### src/rtl/motion_alarm_ctrl_if.sv
// motion_alarm_ctrl_if
// Groups the frame-level signals exchanged between the motion alarm
// controller and its surroundings.
//   master modport (system side / bench):
//     drives enable, frame_done, frame_change_count and ack
//     samples det_enable, pixel_limit, calib_done, motion_alarm,
//     alarm_frames and state
//   slave modport (controller side): the mirror image of master
// clk and rst_n are not part of the interface; they stay plain ports.
interface motion_alarm_ctrl_if;
    logic        enable;
    logic        frame_done;
    logic [17:0] frame_change_count;
    logic        ack;
    logic        det_enable;
    logic [17:0] pixel_limit;
    logic        calib_done;
    logic        motion_alarm;
    logic [7:0]  alarm_frames;
    logic [2:0]  state;

    modport master (
        output enable, frame_done, frame_change_count, ack,
        input  det_enable, pixel_limit, calib_done, motion_alarm,
               alarm_frames, state
    );

    modport slave (
        input  enable, frame_done, frame_change_count, ack,
        output det_enable, pixel_limit, calib_done, motion_alarm,
               alarm_frames, state
    );
endinterface

### src/rtl/motion_alarm_ctrl.sv
// motion_alarm_ctrl
// Frame-level sequencer for the motion detection datapath. After enable it
// skips a number of warm-up frames, averages 2^CALIB_LOG2 frames of change
// counts to derive a clamped per-frame pixel limit, then watches each
// frame's change count and raises a debounced alarm. The alarm is held for
// at least HOLD_FRAMES quiet frames and only drops once it is acknowledged.
// Ports:
//   clk    rising-edge system clock
//   rst_n  asynchronous active-low reset
//   bus    motion_alarm_ctrl_if.slave (frame inputs, ack, status outputs)
module motion_alarm_ctrl #(
    parameter int unsigned WARMUP_FRAMES = 4,
    parameter int unsigned CALIB_LOG2    = 3,
    parameter logic [17:0] MARGIN        = 18'd20000,
    parameter logic [17:0] LIMIT_MIN     = 18'd1000,
    parameter logic [17:0] LIMIT_MAX     = 18'd250000,
    parameter int unsigned CONSECUTIVE   = 3,
    parameter int unsigned HOLD_FRAMES   = 30
) (
    input logic               clk,
    input logic               rst_n,
    motion_alarm_ctrl_if.slave bus
);

    localparam int ACC_W  = 18 + CALIB_LOG2;
    localparam int WARM_W = $clog2(WARMUP_FRAMES + 1);
    localparam int CAL_W  = CALIB_LOG2 + 1;
    localparam int CONS_W = $clog2(CONSECUTIVE + 1);
    localparam int HOLD_W = $clog2(HOLD_FRAMES + 1);

    localparam logic [WARM_W-1:0] WARM_LAST = WARM_W'(WARMUP_FRAMES - 1);
    localparam logic [CAL_W-1:0]  CAL_LAST  = CAL_W'((1 << CALIB_LOG2) - 1);
    localparam logic [CONS_W-1:0] CONS_MAX  = CONS_W'(CONSECUTIVE);
    localparam logic [HOLD_W-1:0] HOLD_MAX  = HOLD_W'(HOLD_FRAMES);

    typedef enum logic [2:0] {
        IDLE   = 3'd0,
        WARMUP = 3'd1,
        CALIB  = 3'd2,
        ARMED  = 3'd3,
        ALARM  = 3'd4
    } state_t;

    state_t            state_q;
    logic              det_enable_q;
    logic [17:0]       pixel_limit_q;
    logic              calib_done_q;
    logic              motion_alarm_q;
    logic [7:0]        alarm_frames_q;
    logic [WARM_W-1:0] warm_cnt_q;
    logic [CAL_W-1:0]  cal_cnt_q;
    logic [ACC_W-1:0]  acc_q;
    logic [CONS_W-1:0] consec_q;
    logic [HOLD_W-1:0] hold_q;
    logic              ack_latched_q;

    logic [ACC_W-1:0]  acc_d;
    logic [17:0]       mean;
    logic [18:0]       limit_sum;
    logic [17:0]       limit_d;
    logic              over_limit;
    logic [CONS_W-1:0] consec_d;
    logic [HOLD_W-1:0] hold_d;
    logic [7:0]        alarm_frames_d;
    logic              ack_seen;

    // Calibration: the accumulator is wide enough for 2^CALIB_LOG2 full-scale
    // counts, and the mean plus margin is formed at 19 bits so the clamp
    // sees the true value rather than a wrapped one.
    always_comb begin
        acc_d     = acc_q + ACC_W'(bus.frame_change_count);
        mean      = acc_d[ACC_W-1:CALIB_LOG2];
        limit_sum = {1'b0, mean} + {1'b0, MARGIN};
        if (limit_sum > {1'b0, LIMIT_MAX}) begin
            limit_d = LIMIT_MAX;
        end else if (limit_sum < {1'b0, LIMIT_MIN}) begin
            limit_d = LIMIT_MIN;
        end else begin
            limit_d = limit_sum[17:0];
        end
    end

    // Per-frame detection helpers; a count equal to the limit is over-limit.
    always_comb begin
        over_limit     = (bus.frame_change_count >= pixel_limit_q);
        consec_d       = '0;
        hold_d         = '0;
        if (over_limit) begin
            consec_d = (consec_q == CONS_MAX) ? consec_q : consec_q + CONS_W'(1);
        end else begin
            hold_d   = (hold_q == HOLD_MAX) ? hold_q : hold_q + HOLD_W'(1);
        end
        alarm_frames_d = (alarm_frames_q == 8'hFF) ? alarm_frames_q : alarm_frames_q + 8'd1;
        ack_seen       = ack_latched_q | bus.ack;
    end

    // Main FSM. enable low wins over everything except reset and returns to
    // IDLE while keeping the last calibrated pixel limit.
    always_ff @(posedge clk or negedge rst_n) begin
        if (!rst_n) begin
            state_q        <= IDLE;
            det_enable_q   <= 1'b0;
            pixel_limit_q  <= LIMIT_MAX;
            calib_done_q   <= 1'b0;
            motion_alarm_q <= 1'b0;
            alarm_frames_q <= '0;
            warm_cnt_q     <= '0;
            cal_cnt_q      <= '0;
            acc_q          <= '0;
            consec_q       <= '0;
            hold_q         <= '0;
            ack_latched_q  <= 1'b0;
        end else if (!bus.enable) begin
            state_q        <= IDLE;
            det_enable_q   <= 1'b0;
            calib_done_q   <= 1'b0;
            motion_alarm_q <= 1'b0;
            alarm_frames_q <= '0;
            warm_cnt_q     <= '0;
            cal_cnt_q      <= '0;
            acc_q          <= '0;
            consec_q       <= '0;
            hold_q         <= '0;
            ack_latched_q  <= 1'b0;
        end else begin
            case (state_q)
                IDLE: begin
                    state_q      <= WARMUP;
                    det_enable_q <= 1'b1;
                    warm_cnt_q   <= '0;
                end
                WARMUP: begin
                    if (bus.frame_done) begin
                        if (warm_cnt_q == WARM_LAST) begin
                            state_q    <= CALIB;
                            warm_cnt_q <= '0;
                            cal_cnt_q  <= '0;
                            acc_q      <= '0;
                        end else begin
                            warm_cnt_q <= warm_cnt_q + WARM_W'(1);
                        end
                    end
                end
                CALIB: begin
                    if (bus.frame_done) begin
                        acc_q <= acc_d;
                        if (cal_cnt_q == CAL_LAST) begin
                            pixel_limit_q <= limit_d;
                            calib_done_q  <= 1'b1;
                            consec_q      <= '0;
                            state_q       <= ARMED;
                        end else begin
                            cal_cnt_q <= cal_cnt_q + CAL_W'(1);
                        end
                    end
                end
                ARMED: begin
                    if (bus.frame_done) begin
                        consec_q <= consec_d;
                        if (consec_d == CONS_MAX) begin
                            state_q        <= ALARM;
                            motion_alarm_q <= 1'b1;
                            alarm_frames_q <= '0;
                            hold_q         <= '0;
                            ack_latched_q  <= 1'b0;
                        end
                    end
                end
                ALARM: begin
                    ack_latched_q <= ack_seen;
                    if (bus.frame_done) begin
                        alarm_frames_q <= alarm_frames_d;
                        hold_q         <= hold_d;
                        if (hold_d == HOLD_MAX && ack_seen) begin
                            state_q        <= ARMED;
                            motion_alarm_q <= 1'b0;
                            consec_q       <= '0;
                            ack_latched_q  <= 1'b0;
                        end
                    end
                end
                default: begin
                    state_q <= IDLE;
                end
            endcase
        end
    end

    assign bus.det_enable   = det_enable_q;
    assign bus.pixel_limit  = pixel_limit_q;
    assign bus.calib_done   = calib_done_q;
    assign bus.motion_alarm = motion_alarm_q;
    assign bus.alarm_frames = alarm_frames_q;
    assign bus.state        = state_q;

endmodule

### src/flat_wrapper.sv
// flat-port wrapper written by rule: the top's interface ports become plain ports
module motion_alarm_ctrl_flat 
#(
    parameter int unsigned WARMUP_FRAMES = 4,
    parameter int unsigned CALIB_LOG2    = 3,
    parameter logic [17:0] MARGIN        = 18'd20000,
    parameter logic [17:0] LIMIT_MIN     = 18'd1000,
    parameter logic [17:0] LIMIT_MAX     = 18'd250000,
    parameter int unsigned CONSECUTIVE   = 3,
    parameter int unsigned HOLD_FRAMES   = 30
)
  (clk, rst_n, bus_enable, bus_frame_done, bus_frame_change_count, bus_ack, bus_det_enable, bus_pixel_limit, bus_calib_done, bus_motion_alarm, bus_alarm_frames, bus_state);
  motion_alarm_ctrl_if bus_i ();
  input logic clk;
  input logic rst_n;
  input wire logic [$bits(bus_i.enable)-1:0] bus_enable;
  input wire logic [$bits(bus_i.frame_done)-1:0] bus_frame_done;
  input wire logic [$bits(bus_i.frame_change_count)-1:0] bus_frame_change_count;
  input wire logic [$bits(bus_i.ack)-1:0] bus_ack;
  output wire logic [$bits(bus_i.det_enable)-1:0] bus_det_enable;
  output wire logic [$bits(bus_i.pixel_limit)-1:0] bus_pixel_limit;
  output wire logic [$bits(bus_i.calib_done)-1:0] bus_calib_done;
  output wire logic [$bits(bus_i.motion_alarm)-1:0] bus_motion_alarm;
  output wire logic [$bits(bus_i.alarm_frames)-1:0] bus_alarm_frames;
  output wire logic [$bits(bus_i.state)-1:0] bus_state;
  assign bus_i.enable = bus_enable;
  assign bus_i.frame_done = bus_frame_done;
  assign bus_i.frame_change_count = bus_frame_change_count;
  assign bus_i.ack = bus_ack;
  assign bus_det_enable = bus_i.det_enable;
  assign bus_pixel_limit = bus_i.pixel_limit;
  assign bus_calib_done = bus_i.calib_done;
  assign bus_motion_alarm = bus_i.motion_alarm;
  assign bus_alarm_frames = bus_i.alarm_frames;
  assign bus_state = bus_i.state;
  motion_alarm_ctrl #(.WARMUP_FRAMES(WARMUP_FRAMES), .CALIB_LOG2(CALIB_LOG2), .MARGIN(MARGIN), .LIMIT_MIN(LIMIT_MIN), .LIMIT_MAX(LIMIT_MAX), .CONSECUTIVE(CONSECUTIVE), .HOLD_FRAMES(HOLD_FRAMES)) u_core (.clk(clk), .rst_n(rst_n), .bus(bus_i));
endmodule
### config.mk
export PLATFORM = sky130hd
export DESIGN_NAME = motion_alarm_ctrl_flat
export DESIGN_NICKNAME = d
export VERILOG_FILES = /design/src/rtl/motion_alarm_ctrl_if.sv /design/src/rtl/motion_alarm_ctrl.sv /design/src/flat_wrapper.sv
export SDC_FILE = /design/constraint.sdc
export NUM_CORES = 1
export LEC_CHECK = 0
export CAP_MARGIN = 20
export CORE_ASPECT_RATIO = 1.1
export CORE_MARGIN = 4
export CORE_UTILIZATION = 50
export CTS_BUF_LIST = sky130_fd_sc_hd__clkbuf_4
export CTS_CLUSTER_DIAMETER = 60
export DETAILED_ROUTE_END_ITERATION = 8
export DONT_BUFFER_PORTS = 1
export GPL_ROUTABILITY_DRIVEN = 0
export HOLD_SLACK_MARGIN = 0.06
export PLACE_DENSITY = 0.7
export SYNTH_ARGS = -nofsm -noshare
export SYNTH_HDL_FRONTEND = slang
export SYNTH_SLANG_ARGS = --single-unit
### constraint.sdc
create_clock -name clk -period 4.9 [get_ports clk]
set_input_delay 0.49 -clock clk [delete_from_list [all_inputs] [get_ports clk]]
set_output_delay 0.49 -clock clk [all_outputs]
set_load 0.05 [all_outputs]
==> run metrics <==
status=finished clean; hold endpoint=u_core.bus.calib_done; r2r startpoint=u_core.acc_q[0]; Num CTS Buffers=9; Detail Route Antenna Nets=0; Tmin final=between 4 and 5 ns; Switching Fraction=0.3890; root buf cell=clkbuf_4; top cell type by total area after synthesis=dfrtp_1; RSZ-0062 raised after global routing=false; fill cell total of the finished layout=approximately 900; Reg clk slew, reported paths=between 0.1 and 0.15 ns; Lkg Pwr=around 2.5 nW; first-pass GRT wire length=22080 um; post-synthesis mux area share=0.008122; pin count of the biggest net entering global routing=between 60 and 70; die span in y=between 100 and 150 um; clock tree buffer depth=2; peak fanout along the critical path=9; max_slew headroom=0.3321; Comb pwr share=0.345; Post-Synth XOR/XNOR Area=0.04430; number of remaining DRC errors=0; Hold Crit Depth=2; number of synthesized flops with an enable pin=0; Clock Skew=0.01916 ns; Resized cells post-CTS=0; flip-flop and latch count after synthesis=68; Max Fclk=~220 MHz; IO Port Bufs=0; FF-to-FF setup slack=0.34 ns; Core ar.=approximately 0.0099 mm^2; multi-input logic area=around 0.0032 mm^2; DR vias=around 4500; Synth Area in Compound Gates=0.2730; drt first pass iters=4; DP Area=approximately 0.0052 mm^2; worst vdd ir=roughly 150 uV; Cells after Synth=slightly below 600; Pwr per Cell Area=~330 mW/mm^2; Nets=~640; initial antenna violation count=0; Post-Synth Adder-Cell Area=0.1122; most area-consuming cells after synthesis=dfrtp_1 30%, ha_1 11%, nand2_1 4.8%; top-area cell type share of the netlist area=0.3003; Synth Cell Area=~0.0051 mm^2; starting density of the core=0.5140; fin worst setup slack=~0.34 ns; CP Launch Type=flop; main combinational cell family by area after synthesis=compound AO/OA/AOI/OAI gates; YS warnings=0; NetSw=around 700 uW; Max Cap Violations=0; fin util=0.5464; vias in the first global route=between 4000 and 5000; Die ar.=between 0.01 and 0.015 mm^2; clock tree sinks=68; Avg WL per Cell=roughly 19 um; actual slew at the worst max-slew pin=approximately 1.0 ns; endpoints failing setup=0; final total power=between 1.5 and 2 mW; Final Slew Violations=0; clock latency on the worst-skew pair=roughly 0.46 ns; dpl ws=between 0.2 and 0.3 ns; crit end category=flop; Seq/Total Area, Yosys=0.3365; sequential share of power=0.380; reg2reg path depth=15; CP Class=flop to flop; area growth from synthesis to layout=6.301%; Critical Path RT=approximately 5.2 ns; sequential standard cell area=between 0.0015 and 0.002 mm^2; routed vias/inst=6.401; fin crit share=0.9315; synth unique cells=70; Antenna diodes=0; Critical Path AT=just under 5 ns; final count of hold timing violations=0; CTS tree=done; HP Start=bus_enable; Simple-Gate Fraction of Synth Area=0.1880; Cell Int Power=1.097 mW; Rows=38; HP Class=primary input to flop; FF-to-FF End=u_core.bus.pixel_limit[9]; top_reg_cell synth=dfrtp_1; io pins=55; clock share of power=0.276; DR iter-0 viols=270; share of post-route cells with drive strength above 1=0.09483; total gr overflow=0; final WL=13310 um; DP HPWL=a little over 10000 um; fin area=0.005404 mm^2; GRT Total Usage=0.2316; DIE WIDTH=about 100 um; TNS Setup=0 ns; fraction of registers with async set/reset=1.000; CTS HTree Levels=3; synthesized netlist net count=between 600 and 700; Mean Syn Cell Area=~9 um^2
[cell type report]
type / count / share of cell area
multi-input combinational: 462 / 0.5897
inverter: 29 / 0.02014
tap: 120 / 0.02778
sequential: 68 / 0.3165
clock inverter: 6 / 0.02084
timing repair buffer: 5 / 0.01111
clock buffer: 10 / 0.01389
[power groups by stage]
stage | clock network, mW | registers, mW | logic [mW]
2_1_floorplan | 0 | 0.661 | 0.493
3_3_place_gp | 0 | 0.689 | 0.580
3_5_place_dp | 0 | 0.692 | 0.593
4_1_cts | 0.502 | 0.681 | 0.613
5_1_grt | 0.525 | 0.688 | 0.685
6_report | 0.495 | 0.681 | 0.618
[what timing repair did]
item                      in CTS  in global routing
setup buffers                  0                  0
hold endpoints to repair      68                  0
hold buffers                   2                  0
[cell families (layout without fill, tap and decap cells)]
family | after synthesis | count (layout)
XOR/XNOR | 24 | 24
adder cells (fa/ha/maj) | 45 | 45
buffers and inverters | 50 | 50
AO/OA/AOI/OAI | 198 | 198
flip-flops | 68 | 68
multiplexers | 4 | 4
AND/OR/NAND/NOR | 191 | 191
[worst max-delay path, cell delays in order, from the launching register on]
cell	delay, ns
dfrtp_1	0.40
ha_1	0.22
fa_1	0.43
a211oi_2	0.33
o211ai_2	0.24
nand2_1	0.15
xnor2_1	0.26
ha_1	0.34
inv_1	0.09
a2111o_1	0.36
o2111ai_1	0.27
a21oi_2	0.11
xor2_1	0.24
or3b_4	0.43
o31ai_4	0.40
o22ai_1	0.17
[worst max-delay path by stage]
stage | start | endpoint | cells after the start
floorplan | bus_frame_change_count[0] | u_core.bus.pixel_limit[2] | 15
global placement | bus_frame_change_count[0] | u_core.bus.pixel_limit[6] | 15
detailed placement | bus_frame_change_count[0] | u_core.bus.pixel_limit[9] | 15
CTS | u_core.acc_q[0] | u_core.bus.pixel_limit[9] | 15
global route | u_core.acc_q[0] | u_core.bus.pixel_limit[9] | 15
finish | u_core.acc_q[0] | u_core.bus.pixel_limit[9] | 15
[flip-flops by register name, indices dropped and copies added (netlist names), 2 cells and up]
| name | count |
|---|---|
| u_core.bus.alarm_frames | 8 |
| u_core.hold_q | 5 |
| u_core.warm_cnt_q | 3 |
| u_core.acc_q | 21 |
| u_core.bus.state | 3 |
| u_core.bus.pixel_limit | 18 |
| u_core.cal_cnt_q | 4 |
| u_core.consec_q | 2 |
[per-stage QoR]
step / instances / hold WS [ns]
5_1_grt: 700 / 0.1513
3_5_place_dp: 681 / 0.1969
4_1_cts: 699 / 0.1356
3_3_place_gp: 681 / 0.1969
6_report: 700 / 0.1437
2_1_floorplan: 580 / 0.1944
[cell usage in the layout (no fill, tap or decap), types with 4 or more instances in the layout]
cell type and n:
a21o_1 14, o21ai_0 41, o22a_1 4, a21boi_0 5, nor2b_1 8, or3_1 7, dfrtp_1 61, dfstp_2 7
and3_1 4, a211oi_1 7, o211ai_1 8, and2_1 4, a22o_1 12, clkbuf_4 11, o31ai_1 9, nand2b_1 7
nor2_1 31, ha_1 44, xor2_1 9, xnor2_1 13, nand3_1 16, nand2_1 65, inv_1 28, o21a_1 7
or2_2 6, nor3_1 16, nand4_1 10, a31oi_1 6, a22oi_1 4, nor4_1 4, a21oi_1 35, o22ai_1 8
[routing by layer]
| layer | vias up | GRT usage | share of wire |
|---|---|---|---|
| met5 | - | 0 | 0 |
| met4 | 0 | 0.09840 | 0.029 |
| met3 | 30 | 0.06055 | 0.079 |
| met2 | 145 | 0.3953 | 0.49 |
| met1 | 2159 | 0.2788 | 0.41 |
| li1 | 2147 | - | - |
[synthesized netlist by cell type (5+ instances only)]
library cell,count
nor2b_1,8
o31ai_1,9
ha_1,44
a21oi_1,35
xor2_1,9
dfstp_2,7
a21boi_0,5
o22ai_1,8
nand2b_1,7
inv_1,28
nand3_1,16
or3_1,7
dfrtp_1,61
a211oi_1,7
nor3_1,16
clkbuf_1,15
a31oi_1,7
a22o_1,12
o21ai_0,41
nand2_1,65
nand4_1,10
o211ai_1,8
a21o_1,14
or2_2,6
xnor2_1,13
o21a_1,7
nor2_1,31
Power figures use the tool's default switching activity.
